--- config.mk ---
export PLATFORM = sky130hd
export DESIGN_NAME = fetch_stage
export DESIGN_NICKNAME = d
export VERILOG_FILES = /design/src/rtl/fetch_stage.sv
export SDC_FILE = /design/constraint.sdc
export NUM_CORES = 1
export LEC_CHECK = 0
export CAP_MARGIN = 10
export CORE_UTILIZATION = 39
export CTS_CLUSTER_DIAMETER = 80
export CTS_CLUSTER_SIZE = 25
export DETAILED_ROUTE_END_ITERATION = 12
export DONT_BUFFER_PORTS = 1
export GPL_TIMING_DRIVEN = 0
export PLACE_DENSITY = 0.63
export SYNTH_ARGS = -nofsm -noshare
export SYNTH_HDL_FRONTEND = slang
export SYNTH_SLANG_ARGS = --single-unit
--- constraint.sdc ---
create_clock -name clk -period 7.6 [get_ports clk]
set_input_delay 1.52 -clock clk [delete_from_list [all_inputs] [get_ports clk]]
set_output_delay 1.52 -clock clk [all_outputs]
set_load 0.01 [all_outputs]
--- src/rtl/fetch_stage.sv ---
// Instruction-fetch stage: owns the PC, issues word requests to a
// single-cycle synchronous instruction memory and delivers fetched
// instructions to the IF/ID boundary, with a one-entry skid buffer that
// catches the in-flight response while decode is stalled.
//
// Handshake: imem_req_o/imem_addr_o form a request with no back-pressure.
// The word comes back on imem_rdata_i exactly one cycle later and only for
// that cycle. Downstream, if_id_o.valid marks a live instruction, and
// stall_i=1 means "not taken this cycle, hold it".

package pipelinestages_pkg;

    typedef struct packed {
        logic        valid;
        logic [31:0] pc;
        logic [31:0] instr;
    } if_id_t;

endpackage

module fetch_stage
    import pipelinestages_pkg::*;
#(
    parameter logic [31:0] RESET_PC = 32'h0000_0000
) (
    input  logic        clk,
    input  logic        rst,
    input  logic        stall_i,
    input  logic        redirect_i,
    input  logic [31:0] redirect_pc_i,
    output logic        imem_req_o,
    output logic [31:0] imem_addr_o,
    input  logic [31:0] imem_rdata_i,
    output if_id_t      if_id_o
);

    logic [31:0] pc_q;
    logic        rsp_pending_q;
    logic [31:0] rsp_pc_q;
    logic        skid_valid_q;
    logic [31:0] skid_pc_q;
    logic [31:0] skid_instr_q;
    if_id_t      if_id_q;

    logic [31:0] fetch_addr;
    logic        issue;
    logic        unused_ok;

    // The low two bits of a redirect target carry no meaning for word fetch.
    assign unused_ok = ^redirect_pc_i[1:0];

    // Redirect target takes precedence over the sequential PC.
    assign fetch_addr = redirect_i ? {redirect_pc_i[31:2], 2'b00} : pc_q;

    // While stalled, only fetch when nothing is in flight and the skid is
    // empty, so a response can never find both IF/ID held and the skid full.
    assign issue = redirect_i | ~stall_i | (~skid_valid_q & ~rsp_pending_q);

    assign imem_req_o  = issue & ~rst;
    assign imem_addr_o = fetch_addr;
    assign if_id_o     = if_id_q;

    // PC advance and tracking of the request whose data arrives next cycle.
    always_ff @(posedge clk or posedge rst) begin
        if (rst) begin
            pc_q          <= RESET_PC;
            rsp_pending_q <= 1'b0;
            rsp_pc_q      <= 32'h0;
        end else if (issue) begin
            pc_q          <= fetch_addr + 32'd4;
            rsp_pending_q <= 1'b1;
            rsp_pc_q      <= fetch_addr;
        end else begin
            rsp_pending_q <= 1'b0;
        end
    end

    // IF/ID register and skid buffer: squash on redirect, park the arriving
    // word during a stall, drain the skid first once the stall lifts.
    always_ff @(posedge clk or posedge rst) begin
        if (rst) begin
            skid_valid_q <= 1'b0;
            skid_pc_q    <= 32'h0;
            skid_instr_q <= 32'h0;
            if_id_q      <= '0;
        end else if (redirect_i) begin
            skid_valid_q  <= 1'b0;
            if_id_q.valid <= 1'b0;
        end else if (stall_i) begin
            if (rsp_pending_q) begin
                skid_valid_q <= 1'b1;
                skid_pc_q    <= rsp_pc_q;
                skid_instr_q <= imem_rdata_i;
            end
        end else if (skid_valid_q) begin
            if_id_q.valid <= 1'b1;
            if_id_q.pc    <= skid_pc_q;
            if_id_q.instr <= skid_instr_q;
            skid_valid_q  <= rsp_pending_q;
            skid_pc_q     <= rsp_pc_q;
            skid_instr_q  <= imem_rdata_i;
        end else if (rsp_pending_q) begin
            if_id_q.valid <= 1'b1;
            if_id_q.pc    <= rsp_pc_q;
            if_id_q.instr <= imem_rdata_i;
        end else begin
            if_id_q.valid <= 1'b0;
        end
    end

endmodule

Word level (Yosys, flattened, before mapping)

Cells that the tools add are included.

Output and inout bits: 98
Register bits after elaboration: 195
Memories: 0
Input bits: 68
RAM bits: 0
Bits in latches: 0
Bits in read-only memories: 0
Logic and storage cells: 43

Equal/unequal tests: 3
$add $sub $neg: 1
Reductions and logical operators: 4
Multiplexer cells: 17
Shifts and indexed selects: 0
Divide/modulo/power cells: 0
Order comparisons: 0
$mul: 0
Bitwise logic cells: 9

Operators with widths:

| cell                                                                    | number |
|---|---|
| 32-bit two-way mux                                                      | 7 |
| 65-bit two-way mux                                                      | 2 |
| 64-bit two-way mux                                                      | 1 |
| 32-bit by 3-bit adder with 32-bit output, second input constant         | 1 |
| 1-bit two-way mux                                                       | 7 |
| 3-bit AND reduction                                                     | 2 |
| 1-bit inverter                                                          | 5 |
| 2-bit by 1-bit inequality test with 1-bit output, second input constant | 2 |
| 2-bit nonzero test                                                      | 2 |
| 3-bit by 1-bit inequality test with 1-bit output, second input constant | 1 |
| 1-bit AND                                                               | 2 |
| 1-bit bitwise OR                                                        | 2 |

Depth between registers and ports, before layout

Word-level depth: 4
Depth in mapped cells: 10
Gate-level depth less buffers: 7

Worst setup path after synthesis

OpenSTA, ideal clock, no wires.

Kind: input to output
Start: input port redirect_i
End: output port imem_addr_o[12]
Data required time: 6.080 ns
Path buffers: 4
Stages on the path: 6
Path slack: 3.539 ns
Arrival time: 2.541 ns
Cells stage by stage: buf_6 > buf_8 > buf_4 > buf_2 > mux2i_1 > inv_1

Word-level cells in the longest chain between the ends: 1

RTL lines:

| element            | RTL line | text |
|---|---|---|
| from (decl)        | 29       | `input logic redirect_i,` |
| 32-bit two-way mux | 53       | `assign fetch_addr = redirect_i ? {redirect_pc_i[31:2], 2'b00} : pc_q;` |
| to (decl)          | 32       | `output logic [31:0] imem_addr_o,` |

Every way passes these cells.

Worst setup path after layout

Start: input port redirect_i
End: output port imem_addr_o[22]

The elaborated chain is that of the path after synthesis.

==> implementation parameters <==
Parameter                              Value

Global routing
  Antenna violations before repair    1
  M1 GR Usage    a little over a quarter
  Busiest metal layer after global routing    met2
  Met3 Use GR    under 10%
  First-pass GRT wire length    35.4 mm
  Vias in the first global route    6145
  Routing usage on met2    30.2%
  Total global routing overflow    0
  Tot GR Track Use    roughly a fifth
  Maximum number of pins on one net before global-route repair    100

Worst setup path
  Critical path's largest stage delay    approximately 420 ps
  Kind of launch point of the worst setup path    input port
  Maximum fanout encountered on the critical timing path    10
  Crit path arrival time    about 3000 ps
  Type of the worst setup path    input port to output pin
  Cell at the slowest stage of the critical path    mux2i_1
  CP Capture Type    output pin
  Critical path required time    slightly above 6000 ps
  Cell chain of the critical path    buf_6 > buf_8 > buf_4 > buf_2 > mux2i_1 > inv_1

Detailed routing
  Detailed-route wire length per cell    ~20 um
  Number of vias per cell after detailed routing    roughly 5.4
  Remaining antenna violation count after routing    0
  TritonRoute pass-1 iters    5
  Detailed-route via count    slightly above 6000
  Initial drt markers    340
  Detailed-route DRC error count    0
  Total routed wirelength    about 22 mm

STA
  Setup repair after global routing missed its margin    false
  Crit path setup slack, layout    roughly 3000 ps
  Worst max-slew margin expressed relative to the limit    approximately 46%
  Measured slew at the worst slew-check pin    812 ps
  Number of max-slew violations in the final report    0
  Final worst clock skew    around 8.5 ps
  Number of failing setup endpoints in the final timing report    0
  Highest attainable clock frequency    around 220 MHz
  Endpoints failing hold    0
  Clock period minus worst slack    4550 ps
  Fin crit share    about three fifths

Clock tree
  Clock tree sinks    about 190
  Post-CTS repair timing setup buffer count    0
  CTS H-Tree Depth    4
  Latest clock arrival within the worst-skew pair    roughly 430 ps
  Clock tree from TritonCTS    yes
  Buffer depth of the longest clock path    2
  Number of clock buffers inserted by TritonCTS    17
  Number of hold-repair buffers added at the cts stage    0
  Root buf cell    clkbuf_16
  Total of cells resized after clock tree synthesis    0
  Clock-pin transition on the worst setup and hold timing paths    roughly 70 ps

Power and ir drop
  Pwr/cell area    between 200 and 300 nW/um^2
  Internal power consumption    1.95 mW
  Maximum VDD drop    approximately 0.14 mV
  Power share of the clock group    roughly 33%
  Comb pwr share    15.9%
  Switching Fraction    30.0%
  Register share of total power    between 50% and 60%
  Static leakage    4.31 nW
  NetSw    0.836 mW

Floorplanning
  Site row count    between 50 and 60
  Overall die height    154 um
  Die Span X    approximately 150 um
  Io pins    166
  Starting Density    39.7%
  Core box area    ~23000 um^2
  Area of the die    between 20000 and 25000 um^2

Synth
  Post-synthesis cell count    around 800
  Total of warnings raised by yosys    0
  Asr flop ratio synth    between 90% and 100%
  Number of library cell types mapped by synthesis    53
  Synthesized area    8960 um^2
  Top FF cell, synth    dfrtp_1
  Synthesized net count    a little under 900
  Number of synthesized register bits    193
  Avg Synthesized Cell Area    11.1 um^2
  Number of enable flip-flop cells after synthesis    0
  Sequential cell area fraction in the yosys report    53.9%

Layout
  Diodes inserted    0
  Share of post-route cells with drive strength above 1    18.2%
  Area growth syn-to-layout    11.2%
  Net count, final    ~900
  Final instance area    9960 um^2
  Highest-count cells in the layout ignoring fill and taps    dfrtp_1 (193), nand2_1 (94), mux2i_1 (86), mux2_2 (75), o21ai_0 (74)
  Leading cell type in the layout, fill and taps excluded    dfrtp_1
  Filler Cells Inserted    2153

Place
  Post-place setup slack    between 3000 and 4000 ps
  Routability congestion estimate    about 0.85
  Post-DP Area    between 9000 and 10000 um^2
  Half-perimeter wire length after placement    16.0 mm
  Port Buffers    0

Status
  Outcome    finished clean

Flow run
  Maximum capacitance violations    0

Min path
  Worst min-delay path class    flip-flop to flip-flop
==> sequential cells by signal (all words and copies together), names as in the netlist <==
signal / flops
if_id_o: 65
pc_q: 32
skid_instr_q: 32
skid_pc_q: 32
rsp_pc_q: 30
rsp_pending_q: 1
skid_valid_q: 1
==> worst paths after layout <==
path / start / endpoint / slack [ps] / cells past startpoint
min in group asynchronous: rst / pc_q[2]$_DFFE_PP0N_ / 1030 / 1
max in group asynchronous: rst / if_id_o[17]$_DFFE_PP0P_ / 5600 / 2
min reg2reg: pc_q[31]$_DFFE_PP0N_ / pc_q[31]$_DFFE_PP0N_ / 490 / 2
max reg2reg: pc_q[3]$_DFFE_PP0N_ / pc_q[30]$_DFFE_PP0N_ / 5210 / 7
max: redirect_i / imem_addr_o[22] / 3050 / 6
min: pc_q[31]$_DFFE_PP0N_ / pc_q[31]$_DFFE_PP0N_ / 490 / 2
==> routing by layer <==
metal  wire length [um]  part of all wire, %  up-vias
met3               1950                  8.8       14
met1               9930                   45     2969
met2              10000                   45      203
met5                  0                    0        -
li1                   -                    -     2860
met4                233                  1.1        0
==> Yosys cell counts (11+ instances only) <==
cell type,instances,area [um^2]
dfrtp_1,193,4830
nand2_1,94,353
mux2i_1,86,861
mux2_2,75,845
o21ai_0,74,370
nor2_1,62,233
a21oi_1,32,160
inv_1,22,82.6
buf_2,19,95.1
clkbuf_1,18,67.6
nand4_1,17,106
xnor2_1,13,114
nand3_1,11,55.1
==> power by group through the flow <==
stage,Sequential [mW],Clock [mW],Combinational [mW]
3_5_place_dp,1.43,0,0.448
5_1_grt,1.44,0.995,0.502
4_1_cts,1.41,0.957,0.450
3_3_place_gp,1.43,0,0.434
6_report,1.41,0.930,0.442
2_1_floorplan,1.38,0,0.356
==> critical path, delay by kind of cell <==
kind,cells,cell delay [ps]
multiplexers,1,420
buffers and inverters,5,1090
==> metrics by stage <==
stage          hold WS (ps)  util, %  setup TNS (ps)  power [mW]  instances
5_1_grt                 500     44.1               0        2.94       1125
4_1_cts                 491     44.1               0        2.82       1125
2_1_floorplan           448        -               0        1.74        807
3_3_place_gp            461     41.3         -282940        1.86       1092
3_5_place_dp            470     41.4               0        1.88       1093
6_report                489     44.1               0        2.78       1125
==> logic make-up after synthesis <==
| family | count (synthesis) | synth area share, % |
|---|---|---|
| AOI/OAI and AO/OA | 139 | 9.48 |
| xor gates and xnor gates | 19 | 1.86 |
| adders and majority gates | 1 | 0.140 |
| buffers and inverters | 71 | 3.57 |
| DFF | 193 | 53.9 |
| muxes | 161 | 19.0 |
| and+or+nand+nor | 223 | 12.0 |
==> cell type report <==
cell class	instances	area, um^2	area share (%)
sequential	193	4830	48.5
multi-input combinational	543	3810	38.3
clock buffer	20	467	4.68
tap	285	357	3.58
buffer	48	234	2.35
clock inverter	12	144	1.44
inverter	23	93.8	0.942
timing repair buffer	1	27.5	0.276
No activity file was read; power rests on OpenSTA's default activity.
